[config.mk]
export PLATFORM = sky130hd
export DESIGN_NAME = mem_port_arbiter
export DESIGN_NICKNAME = d
export VERILOG_FILES = /design/src/rtl/mem_port_arbiter.sv
export SDC_FILE = /design/constraint.sdc
export NUM_CORES = 1
export LEC_CHECK = 0
export ABC_AREA = 1
export BUFFER_PORTS_ARGS = -buffer_cell sky130_fd_sc_hd__buf_4
export CAP_MARGIN = 30
export CELL_PAD_IN_SITES_DETAIL_PLACEMENT = 1
export CELL_PAD_IN_SITES_GLOBAL_PLACEMENT = 1
export CORE_ASPECT_RATIO = 1.4
export CORE_MARGIN = 1.5
export CORE_UTILIZATION = 35
export DETAILED_ROUTE_END_ITERATION = 7
export HOLD_SLACK_MARGIN = 0.08
export PLACE_DENSITY = 0.76
export SLEW_MARGIN = 5
export SYNTH_ARGS = -nofsm -noshare
export SYNTH_HDL_FRONTEND = slang
export SYNTH_SLANG_ARGS = --single-unit
[constraint.sdc]
create_clock -name clk -period 2.1 [get_ports clk]
set_input_delay 0.42 -clock clk [delete_from_list [all_inputs] [get_ports clk]]
set_output_delay 0.42 -clock clk [all_outputs]
set_load 0.03 [all_outputs]
[src/rtl/mem_port_arbiter.sv]
// rtl/mem_port_arbiter.sv - single-port memory arbiter between instruction fetch and data access
module mem_port_arbiter #(
    parameter int TIMEOUT    = 255,
    parameter int STARVE_MAX = 4
) (
    input  logic        clk,
    input  logic        rst_n,
    input  logic        if_req,
    input  logic [31:0] if_addr,
    output logic        if_ready,
    output logic [31:0] if_rdata,
    input  logic        dm_read,
    input  logic        dm_write,
    input  logic [31:0] dm_addr,
    input  logic [31:0] dm_wdata,
    output logic        dm_ready,
    output logic [31:0] dm_rdata,
    output logic        mem_en,
    output logic        mem_we,
    output logic [31:0] mem_addr,
    output logic [31:0] mem_wdata,
    input  logic [31:0] mem_rdata,
    input  logic        mem_valid,
    output logic        bus_err
);

    typedef enum logic [1:0] {IDLE, ISSUE, WAIT, DONE} state_t;

    localparam logic [7:0] TMO_LIM    = 8'(TIMEOUT);
    localparam logic [2:0] STARVE_LIM = 3'(STARVE_MAX);

    state_t      state;
    logic        owner;
    logic [7:0]  tmo_cnt;
    logic [2:0]  starve_cnt;
    logic        dm_req;
    logic        starve_hit;
    logic        tmo_hit;
    logic [31:0] rsp_data;

    assign dm_req     = dm_read | dm_write;
    assign starve_hit = if_req && (starve_cnt == STARVE_LIM);
    assign tmo_hit    = (tmo_cnt + 8'd1) == TMO_LIM;
    // Stores report zero read data to the requester.
    assign rsp_data   = mem_we ? 32'd0 : mem_rdata;

    always_ff @(posedge clk or negedge rst_n) begin
        if (!rst_n) begin
            state      <= IDLE;
            owner      <= 1'b0;
            tmo_cnt    <= 8'd0;
            starve_cnt <= 3'd0;
            if_ready   <= 1'b0;
            if_rdata   <= 32'd0;
            dm_ready   <= 1'b0;
            dm_rdata   <= 32'd0;
            mem_en     <= 1'b0;
            mem_we     <= 1'b0;
            mem_addr   <= 32'd0;
            mem_wdata  <= 32'd0;
            bus_err    <= 1'b0;
        end else begin
            case (state)
                IDLE: begin
                    tmo_cnt <= 8'd0;
                    if (dm_req && !starve_hit) begin
                        owner     <= 1'b1;
                        mem_en    <= 1'b1;
                        mem_we    <= dm_write;
                        mem_addr  <= dm_addr;
                        mem_wdata <= dm_wdata;
                        state     <= ISSUE;
                        if (dm_read && dm_write) begin
                            bus_err <= 1'b1;
                        end
                        if (if_req) begin
                            starve_cnt <= (starve_cnt == STARVE_LIM) ? STARVE_LIM
                                                                     : starve_cnt + 3'd1;
                        end else begin
                            starve_cnt <= 3'd0;
                        end
                    end else if (if_req) begin
                        owner      <= 1'b0;
                        mem_en     <= 1'b1;
                        mem_we     <= 1'b0;
                        mem_addr   <= if_addr;
                        mem_wdata  <= 32'd0;
                        starve_cnt <= 3'd0;
                        state      <= ISSUE;
                    end
                end
                ISSUE, WAIT: begin
                    mem_en <= 1'b0;
                    // A response in the final allowed cycle wins over the timeout.
                    if (mem_valid || tmo_hit) begin
                        state <= DONE;
                        if (!mem_valid) begin
                            bus_err <= 1'b1;
                        end
                        if (owner) begin
                            dm_ready <= 1'b1;
                            dm_rdata <= mem_valid ? rsp_data : 32'd0;
                        end else begin
                            if_ready <= 1'b1;
                            if_rdata <= mem_valid ? rsp_data : 32'd0;
                        end
                    end else begin
                        tmo_cnt <= tmo_cnt + 8'd1;
                        state   <= WAIT;
                    end
                end
                DONE: begin
                    if_ready <= 1'b0;
                    dm_ready <= 1'b0;
                    tmo_cnt  <= 8'd0;
                    state    <= IDLE;
                end
                default: state <= IDLE;
            endcase
        end
    end

endmodule

==> results of run 1 <==
sequential cells by signal, summed over array words and instances, names as in the netlist:
signal      cells
bus_err         1
dm_rdata       32
dm_ready        1
if_rdata       32
if_ready        1
mem_addr       32
mem_en          1
mem_wdata      32
mem_we          1
owner           1
starve_cnt      3
state           2
tmo_cnt         8
area by class of cell:
type                            count  area (µm²)
Clock buffer                       18         439
Clock inverter                     14         144
Fill cell                        1995        8010
Inverter                           24        92.6
Multi-Input combinational cell    420        2370
Sequential cell                   147        3680
Tap cell                          236         295
Timing Repair Buffer              297        2440
worst min path at each step:
stage / start / endpoint / slack [ps] / cells after the start
2_1_floorplan: rst_n / bus_err / 120 / 0
3_3_place_gp: rst_n / dm_rdata[2] / 370 / 1
3_5_place_dp: rst_n / dm_rdata[4] / 380 / 1
4_1_cts: dm_wdata[2] / mem_wdata[2] / 190 / 2
5_1_grt: dm_wdata[25] / mem_wdata[25] / 200 / 2
6_report: dm_wdata[2] / mem_wdata[2] / 210 / 2
placed cells by master (no fill, tap or decap), drive strengths merged, types with 2 or more instances in the layout:
cell and instances:
nand2 169, dfrtp 147, ha 6, a22o 32, clkinv 5, inv 32
a21oi 2, o22ai 7, buf 290, clkbuf 24, nand3 15, nor2 43
o21ai 140
synthesized netlist by cell type, types with 2 or more instances:
library cell / number / area share, %
a22o_1: 32 / 4.4
nand2_2: 29 / 2.9
nand2_1: 139 / 8.3
buf_6: 12 / 2.1
nor2_2: 3 / 0.30
nor2_1: 40 / 2.4
clkbuf_1: 14 / 0.83
dfrtp_1: 147 / 58
ha_1: 6 / 1.2
nand3_2: 2 / 0.32
o21ai_2: 45 / 6.3
o21ai_1: 48 / 3.8
inv_2: 2 / 0.12
o21ai_0: 47 / 3.7
buf_2: 12 / 0.95
nand3_1: 11 / 0.87
inv_1: 22 / 1.3
o22ai_1: 7 / 0.70
cell families (layout without fill, tap and decap cells):
family | after synthesis | after routing | share of synthesized area, %
and+or+nand+nor | 228 | 230 | 15.5
AOI/OAI and AO/OA | 183 | 183 | 19.4
DFF | 147 | 147 | 58.4
buffers and inverters | 62 | 353 | 5.36
adders and majority gates | 6 | 6 | 1.19
xor gates and xnor gates | 1 | 1 | 0.139
worst register-to-register path, cell delays in order, from the launching register on:
cell and delay, ps:
dfrtp_2 460, ha_4 190, nand2_1 80, nand2_1 80, nor2_1 140, nand2_2 90
nor2_2 90, nand2_2 80, nand2_4 140, nand3_2 210, clkbuf_16 250, o21ai_1 150
routing by layer:
| layer | up-vias | global-route usage (%) |
|---|---|---|
| met1 | 2836 | 24.0 |
| met3 | 35 | 6.83 |
| met2 | 228 | 38.6 |
| met4 | 0 | 7.48 |
| li1 | 2671 | - |
| met5 | - | 0 |
timing repair:
action | CTS | global route
resized for setup | 0 | 20
hold buffers | 1 | 0
hold endpoints to repair | 40 | 0
setup buffers | 0 | 4
setup endpoints to repair | 0 | 75
stage by stage:
stage	hold slack [ps]	total power, mW	cell area [µm²]	TNS, ps
6_report	207	14.8	9470	0
5_1_grt	198	15.6	9470	-769
4_1_cts	192	14.5	9170	0
3_5_place_dp	378	11.4	8580	0
3_3_place_gp	375	11.2	8580	0
2_1_floorplan	124	8.79	6300	0
power breakdown:
part | internal, mW | leakage, nW | switching, mW
combinational | 2.76 | 2.49 | 4.47
clock | 1.71 | 0.292 | 1.30
sequential | 3.86 | 1.89 | 0.703
==> flow_metrics.env, run 1 <==
export IMPL_power_density_nw_per_um2=1560
export IMPL_critPathKind="reg -> reg"
export IMPL_final_nets=1047
export IMPL_place_inst=1109
export IMPL_first_iter_violations=284
export IMPL_met3_length_mm=1.59
export IMPL_r2r_end="if_rdata[23]"
export IMPL_die_width_um=116
export IMPL_synth_edf_count=0
export IMPL_hold_path_class="in -> reg"
export IMPL_track_usage_pct=21.6
export IMPL_rows=57
export IMPL_outcome="complete, no violations"
export IMPL_syn_nets=767
export IMPL_clock_fmax_mhz=492
export IMPL_cts_sinks=147
export IMPL_path_clk_slew_ps=70
export IMPL_cp_end_kind="flop"
export IMPL_top_layer_used="met4"
export IMPL_ant_nets=0
export IMPL_cts_max_level=4
export IMPL_maxSlewHeadroom_pct=65.7
export IMPL_layout_min_cycle_time_ps=2030
export IMPL_cts_max_path_buffers=2
export IMPL_cts_buffers=17
export IMPL_met2WireLength_mm=11.3
export IMPL_setup_viol=0
export IMPL_path_max_fanout=8
export IMPL_drt_total_wl_mm=21.1
export IMPL_async_flop_share_pct=100
export IMPL_period_share_pct=96.8
export IMPL_diodes=0
export IMPL_antenna_found_initial=0
export IMPL_setup_worst_path_start_class="flop"
export IMPL_worst_slack_ps=68.1
export IMPL_final_cells=1156
export IMPL_grt_max_degree=49
export IMPL_worstPathRequired_ps=2440
export IMPL_critPathBufInv=1
export IMPL_synthesis_area_um2=6300
export IMPL_grt_pass1_wl_mm=31.5
export IMPL_leakage_nw=4.67
export IMPL_yosysUniqueCellTypes=27
export IMPL_hold_viol=0
export IMPL_cts_root_buf="clkbuf_16"
export IMPL_cts_tree="built"
export IMPL_first_pass_iters=4
export IMPL_final_util_pct=54.2
export IMPL_cp_endpoint="if_rdata[23]"
export IMPL_overflow=0
export IMPL_crit_family="simple AND/OR/NAND/NOR gates"
export IMPL_wl_met1_mm=7.69
export IMPL_tightest_slew_ps=515
export IMPL_dp_final_hpwl_mm=14.6
export IMPL_drv_slew=0
export IMPL_path_depth=11
export IMPL_die_height_um=162
export IMPL_path_cells="ha_4 -> nand2_1 -> nand2_1 -> nor2_1 -> nand2_2 -> nor2_2 -> nand2_2 -> nand2_4 -> nand3_2 -> clkbuf_16 -> o21ai_1"
export IMPL_cpPeakStageDelay_ps=460
export IMPL_routed_via_density=4.99
export IMPL_maxCapViolCount=0
export IMPL_port_buffers=266
export IMPL_synth_seq_cells=147
export IMPL_r2r_start="tmo_cnt[0]"
export IMPL_drive_gt1_share_pct=46.4
export IMPL_core_area_um2=17500
export IMPL_vias=5770
export IMPL_synth_warnings=0
export IMPL_crit_start="tmo_cnt[0]"
export IMPL_fp_dieArea_um2=18800
export IMPL_gp_congestion=0.784
export IMPL_synth_cells=627
export IMPL_synth_area_per_cell_um2=10.0
export IMPL_crit_path_top_delay_cell="dfrtp_2"
export IMPL_reg2reg_depth=11
export IMPL_drc_errors=0
export IMPL_cp_arrival_ps=2370
export IMPL_yosysSeqAreaShare_pct=58.4
export IMPL_final_setup_skew_ps=12.6
export IMPL_synthToLayoutAreaGrowth_pct=50.3
export IMPL_start_util_pct=36.0
export IMPL_io_pins=267
export IMPL_routedWlPerCell_um=18.3
export IMPL_ys_flop_type="dfrtp_1"
export IMPL_peakVddDrop_mv=0.834
export IMPL_grt_pass1_vias=6127
export IMPL_clk_latency_ps=430
export IMPL_dp_slack_ps=79.4
export IMPL_ff2ff_setup_slack_ps=70
Power figures use the tool's default switching activity.
==> run 2, diff against run 1 <==
--- a/config.mk
+++ b/config.mk
@@ -12,10 +12,11 @@
 export CELL_PAD_IN_SITES_GLOBAL_PLACEMENT = 1
 export CORE_ASPECT_RATIO = 1.4
 export CORE_MARGIN = 1.5
-export CORE_UTILIZATION = 35
+export CORE_UTILIZATION = 36
+export CTS_BUF_LIST = sky130_fd_sc_hd__clkbuf_2 sky130_fd_sc_hd__clkbuf_4 sky130_fd_sc_hd__clkbuf_8
 export DETAILED_ROUTE_END_ITERATION = 7
-export HOLD_SLACK_MARGIN = 0.08
-export PLACE_DENSITY = 0.76
+export HOLD_SLACK_MARGIN = 0.03
+export PLACE_DENSITY = 0.78
 export SLEW_MARGIN = 5
 export SYNTH_ARGS = -nofsm -noshare
 export SYNTH_HDL_FRONTEND = slang
==> run 2 against run 1 <==
Core utilization down 0.92 points. Global-route usage decreased by 0.61 points. Sequential power decreased by 0.9%. Critical path type unchanged. Power fell by 7.7%. Non-clock buffer count fell by 2. Critical path depth stayed put. Register-to-register slack gained 20 ps. Clock skew is 6.6 ps higher. Via count decreased by 3.4%. Clock power shrank 31%. First-iteration DRC count down 18%. Die area decreased by 2.7%.
==> flow_metrics.env, run 2 (synthesized netlist as in run 1, its figures left out) <==
export IMPL_outcome="complete, no violations"
export IMPL_core_area_um2=17300
export IMPL_setup_viol=0
export IMPL_rows=57
export IMPL_cts_sinks=147
export IMPL_cts_root_buf="clkbuf_8"
export IMPL_worstHoldStart="dm_wdata[28]"
export IMPL_r2r_start="tmo_cnt[0]"
export IMPL_gp_congestion=0.783
export IMPL_cts_buffers=17
export IMPL_cpPeakStageDelay_ps=480
export IMPL_cp_arrival_ps=2340
export IMPL_clk_latency_ps=450
export IMPL_hold_viol=0
export IMPL_grtUsageMet3_pct=6.93
export IMPL_drt_total_wl_mm=19.8
export IMPL_crit_family="simple AND/OR/NAND/NOR gates"
export IMPL_drv_slew=0
export IMPL_fin_area_um2=9190
export IMPL_power_density_nw_per_um2=1490
export IMPL_cts_max_level=4
export IMPL_routed_via_density=4.84
export IMPL_grt_use_met1_pct=24.8
export IMPL_ant_nets=0
export IMPL_grt_pass1_vias=5854
export IMPL_final_common_cell="buf_4"
export IMPL_holdPathStages=2
export IMPL_first_iter_violations=232
export IMPL_drive_gt1_share_pct=47.0
export IMPL_grt_max_degree=66
export IMPL_dp_final_hpwl_mm=13.6
export IMPL_path_cells="ha_4 -> nand3_2 -> o21ai_2 -> nand2_2 -> nor2_2 -> nand2_2 -> nand2_4 -> nand3_4 -> clkbuf_16 -> nand2_1 -> o21ai_1"
export IMPL_layout_min_cycle_time_ps=2010
export IMPL_tightest_slew_ps=429
export IMPL_final_setup_skew_ps=19.1
export IMPL_fp_dieArea_um2=18300
export IMPL_maxCapViolCount=0
export IMPL_final_nets=1043
export IMPL_path_clk_slew_ps=90
export IMPL_io_pins=267
export IMPL_leakage_nw=4.52
export IMPL_cp_end_kind="flop"
export IMPL_maxSlewHeadroom_pct=71.4
export IMPL_crit_path_top_delay_cell="dfrtp_1"
export IMPL_port_buffers=266
export IMPL_path_depth=11
export IMPL_final_cell_mix="buf_4 (279), dfrtp_1 (146), nand2_1 (127)"
export IMPL_drc_errors=0
export IMPL_setup_worst_path_start_class="flop"
export IMPL_vias=5574
export IMPL_die_width_um=115
export IMPL_cts_tree="built"
export IMPL_critPathBufInv=1
export IMPL_diodes=0
export IMPL_setup_tns_final_ps=0
export IMPL_placed_cell_area_um2=8570
export IMPL_start_util_pct=36.5
export IMPL_grt_pass1_wl_mm=30.1
export IMPL_cts_max_path_buffers=2
export IMPL_worstPathRequired_ps=2420
export IMPL_clock_fmax_mhz=496
export IMPL_grt_busiest_layer="met2"
export IMPL_routedWlPerCell_um=17.2
export IMPL_critPathKind="reg -> reg"
export IMPL_synthToLayoutAreaGrowth_pct=45.9
export IMPL_overflow=0
export IMPL_hold_path_class="in -> reg"
export IMPL_first_pass_iters=4
export IMPL_use_met2_pct=35.5
export IMPL_reg2reg_depth=11
export IMPL_antenna_found_initial=0
export IMPL_path_max_fanout=8
export IMPL_peakVddDrop_mv=0.667
export IMPL_worst_hold_slack_ps=183
export IMPL_track_usage_pct=21.0
export IMPL_crit_start="tmo_cnt[0]"
export IMPL_die_height_um=160
export IMPL_period_share_pct=95.9
export IMPL_cpMostUsedCell="nand2_2"
==> run 2: cell count changes in the layout (fill, tap and decap cells not counted), moves of 4 or more <==
cell / change
clkbuf_16: -20
nand2_1: -7
nand3_2: -4
clkbuf_8: +16
nand2_2: +7
clkinvlp_4: +6
==> run 2: repair_timing <==
| action | 4_1_cts | 5_1_grt |
|---|---|---|
| hold endpoints to repair | 27 | 0 |
| endpoints found under the setup margin | 0 | 78 |
| setup buffers | 0 | 5 |
| resized for setup | 0 | 28 |
| hold buffers | 1 | 0 |
==> run 2: path summary, 6_finish.rpt <==
check | slack, ps | end
worst min register to register | 460 | bus_err
worst min-delay path | 180 | mem_wdata[28]
worst max register to register | 90 | dm_rdata[1]
max in group asynchronous | 1060 | mem_wdata[21]
worst max-delay path | 90 | dm_rdata[1]
min in group asynchronous | 430 | if_rdata[8]
==> run 2: metal layers <==
| layer | share of wire (%) | wire, µm |
|---|---|---|
| met3 | 7.7 | 1520 |
| met2 | 51 | 10100 |
| met5 | 0 | 0 |
| met1 | 39 | 7710 |
| met4 | 2.1 | 410 |
==> run 2: area by class of cell <==
type | instances | area [µm²]
sequential | 147 | 3680
timing repair buffer | 295 | 2380
inverter | 24 | 90.1
fill | 1984 | 8070
clock inverter | 11 | 106
clock buffer | 20 | 256
tap | 236 | 295
multi-input combinational | 418 | 2390
==> run 2: where the power goes <==
| part | internal [mW] | switching (mW) |
|---|---|---|
| clock | 0.973 | 1.10 |
| combinational | 2.66 | 4.41 |
| sequential | 3.86 | 0.672 |
| total | 7.49 | 6.18 |
==> run 2: worst register-to-register path, cell delays in order (launching register included) <==
cell	delay, ps
dfrtp_1	480
ha_4	190
nand3_2	110
o21ai_2	160
nand2_2	80
nor2_2	100
nand2_2	90
nand2_4	130
nand3_4	200
clkbuf_16	260
nand2_1	60
o21ai_1	50
==> run 2: through the flow <==
step                      util (%)  power (mW)  setup WS, ps  instances
after floorplan                  -        8.79           322        627
after global placement        49.7        11.2           168       1108
after detailed placement      49.7        11.4          46.0       1108
after CTS                     51.8        13.5          23.0       1140
after global routing          53.3        14.5         -64.4       1151
final                         53.3        13.7          85.5       1151
==> run 3, diff against run 2 <==
--- a/config.mk
+++ b/config.mk
@@ -6,6 +6,7 @@
 export NUM_CORES = 1
 export LEC_CHECK = 0
 export ABC_AREA = 1
+export ABC_CLOCK_PERIOD_IN_PS = 2100
 export BUFFER_PORTS_ARGS = -buffer_cell sky130_fd_sc_hd__buf_4
 export CAP_MARGIN = 30
 export CELL_PAD_IN_SITES_DETAIL_PLACEMENT = 1
@@ -15,8 +16,10 @@
 export CORE_UTILIZATION = 36
 export CTS_BUF_LIST = sky130_fd_sc_hd__clkbuf_2 sky130_fd_sc_hd__clkbuf_4 sky130_fd_sc_hd__clkbuf_8
 export DETAILED_ROUTE_END_ITERATION = 7
+export GPL_TIMING_DRIVEN = 1
 export HOLD_SLACK_MARGIN = 0.03
 export PLACE_DENSITY = 0.78
+export SETUP_SLACK_MARGIN = 0.4
 export SLEW_MARGIN = 5
 export SYNTH_ARGS = -nofsm -noshare
 export SYNTH_HDL_FRONTEND = slang
==> run 3 against run 2 <==
Critical path depth grew 2. Cell area grew 8.9%. Via count increased by 5.3%. Worst hold slack worse by 23 ps. Clock skew up 2.4 ps. Sequential share of layout area decreased by 3.2 points. Core utilization grew 4.8 points. Setup slack gained 48 ps. Cell count increased by 3.0%. Flip-flop and latch count stayed put. Maximum frequency rose by 2.5%. Largest power group unchanged. Highest routed layer unchanged.
==> flow_metrics.env, run 3 (synthesized netlist as in run 1, its figures left out) <==
export IMPL_outcome="complete, no violations"
export IMPL_layout_min_cycle_time_ps=1970
export IMPL_pwr_share_comb_pct=53.1
export IMPL_routedWlPerCell_um=18.3
export IMPL_cts_tree="built"
export IMPL_ant_nets=0
export IMPL_antenna_found_initial=0
export IMPL_crit_path_top_delay_cell="dfrtp_2"
export IMPL_peakVddDrop_mv=0.707
export IMPL_power_switching_mw=6.68
export IMPL_critPathKind="reg -> reg"
export IMPL_overflow=0
export IMPL_start_util_pct=36.5
export IMPL_worstPathRequired_ps=2450
export IMPL_cts_max_path_buffers=2
export IMPL_port_buffers=266
export IMPL_setup_tns_final_ps=0
export IMPL_path_cells="ha_4 -> nand2_1 -> nand2_1 -> nor2_1 -> nand2_1 -> nor2_1 -> nand2_2 -> nand2_4 -> nand3_4 -> buf_6 -> buf_16 -> nand2_2 -> o21ai_2"
export IMPL_synthToLayoutAreaGrowth_pct=59.0
export IMPL_vias=5869
export IMPL_core_area_um2=17300
export IMPL_swShare_pct=43.4
export IMPL_gp_congestion=0.788
export IMPL_path_clk_slew_ps=90
export IMPL_cts_root_buf="clkbuf_8"
export IMPL_path_max_fanout=7
export IMPL_drv_slew=0
export IMPL_maxCapViolCount=0
export IMPL_diodes=0
export IMPL_drive_gt1_share_pct=51.4
export IMPL_setup_worst_path_start_class="flop"
export IMPL_cp_end_kind="flop"
export IMPL_worst_hold_slack_ps=160
export IMPL_grt_pass1_wl_mm=33.6
export IMPL_cpMostUsedCell="nand2_1"
export IMPL_first_pass_iters=4
export IMPL_cpPeakStageDelay_ps=450
export IMPL_hold_viol=0
export IMPL_drc_errors=0
export IMPL_rsz0062_at_grt="yes"
export IMPL_internal_power_mw=8.71
export IMPL_p_seq_share_pct=29.5
export IMPL_setup_viol=0
export IMPL_first_iter_violations=283
export IMPL_maxSlewHeadroom_pct=65.2
export IMPL_tightest_slew_ps=522
export IMPL_cts_buffers=17
export IMPL_cts_max_level=4
export IMPL_clk_latency_ps=470
export IMPL_power_density_nw_per_um2=1540
export IMPL_routed_via_density=4.95
export IMPL_dp_final_hpwl_mm=13.8
export IMPL_final_common_cell="buf_4"
export IMPL_hold_path_class="in -> reg"
export IMPL_period_share_pct=93.6
export IMPL_cp_arrival_ps=2310
export IMPL_grt_pass1_vias=6351
export IMPL_grt_max_degree=51
export IMPL_clock_fmax_mhz=509
export IMPL_clockPowerShare_pct=17.4
export IMPL_final_nets=1077
export IMPL_final_cell_mix="buf_4 (292), dfrtp_1 (142), nand2_1 (121)"
export IMPL_fp_dieArea_um2=18300
export IMPL_io_pins=267
export IMPL_leakage_nw=4.91
export IMPL_cts_sinks=147
export IMPL_die_height_um=160
export IMPL_drt_total_wl_mm=21.8
export IMPL_final_setup_skew_ps=21.6
export IMPL_rows=57
export IMPL_die_width_um=115
export IMPL_track_usage_pct=23.9
-- run 3: cell types whose count changed in the layout (fill, tap and decap cells not counted), sizes merged, moves of 2 or more --
cell      before  now
inv           26   30
bufinv         1    5
buf          291  322
clkinv         2    4
clkinvlp       6    0
-- run 3: cell type report --
cell class                      count  area [µm²]
Multi-Input combinational cell    418        2530
Tap cell                          236         295
Timing Repair Buffer              329        2940
Clock inverter                     15         243
Fill cell                        1941        7250
Clock buffer                       17         234
Inverter                           24        90.1
Sequential cell                   147        3680
-- run 3: routing by layer --
layer / track usage [%] / routed length, µm
met1: 26.2 / 8070
met2: 42.4 / 11600
met3: 7.00 / 1530
met4: 10.2 / 558
met5: 0 / 0
-- run 3: per-stage QoR --
step | util [%] | std cells | cell area [µm²] | worst slack [ps] | power [mW]
6_report | 58.0 | 1186 | 10000 | 134 | 15.4
3_3_place_gp | 49.8 | 1107 | 8590 | 220 | 11.2
2_1_floorplan | - | 627 | 6330 | 350 | 8.82
5_1_grt | 58.0 | 1186 | 10000 | 31.0 | 16.2
4_1_cts | 55.7 | 1170 | 9610 | 177 | 14.9
3_5_place_dp | 49.8 | 1107 | 8590 | 107 | 11.4
-- run 3: critical path: cells and delay by family (launching register included) --
kind / cells / cell delay, ps
flops: 1 / 450
fa+ha+maj: 1 / 190
buf+inv: 2 / 320
simple gates: 9 / 820
compound gates: 1 / 50
-- run 3: final timing paths --
path                             startpoint      endpoint  slack (ps)  cells after the start
worst min register to register  if_rdata[3]   if_rdata[3]         490                      2
worst min-delay path            dm_wdata[0]  mem_wdata[0]         160                      2
worst max-delay path             tmo_cnt[1]  if_rdata[28]         130                     13
max in group asynchronous             rst_n  dm_rdata[13]         970                      3
worst max register to register   tmo_cnt[1]  if_rdata[28]         130                     13
min in group asynchronous             rst_n   dm_rdata[7]         500                      2
-- run 3: timing repair --
action	4_1_cts	5_1_grt
setup endpoints to repair	144	120
gates cloned	9	6
pin swaps	9	10
gates resized for setup	35	58
setup buffers	21	10
hold buffers	1	0
hold endpoints to repair	46	0
-- run 3: power groups by stage --
| stage | clock [mW] | combinational (mW) | sequential [mW] |
|---|---|---|---|
| after global routing | 2.86 | 8.70 | 4.68 |
| final | 2.67 | 8.17 | 4.54 |
| after global placement | 0 | 6.69 | 4.49 |
| after detailed placement | 0 | 6.85 | 4.53 |
| after CTS | 2.73 | 7.70 | 4.50 |
| after floorplan | 0 | 2.52 | 6.30 |
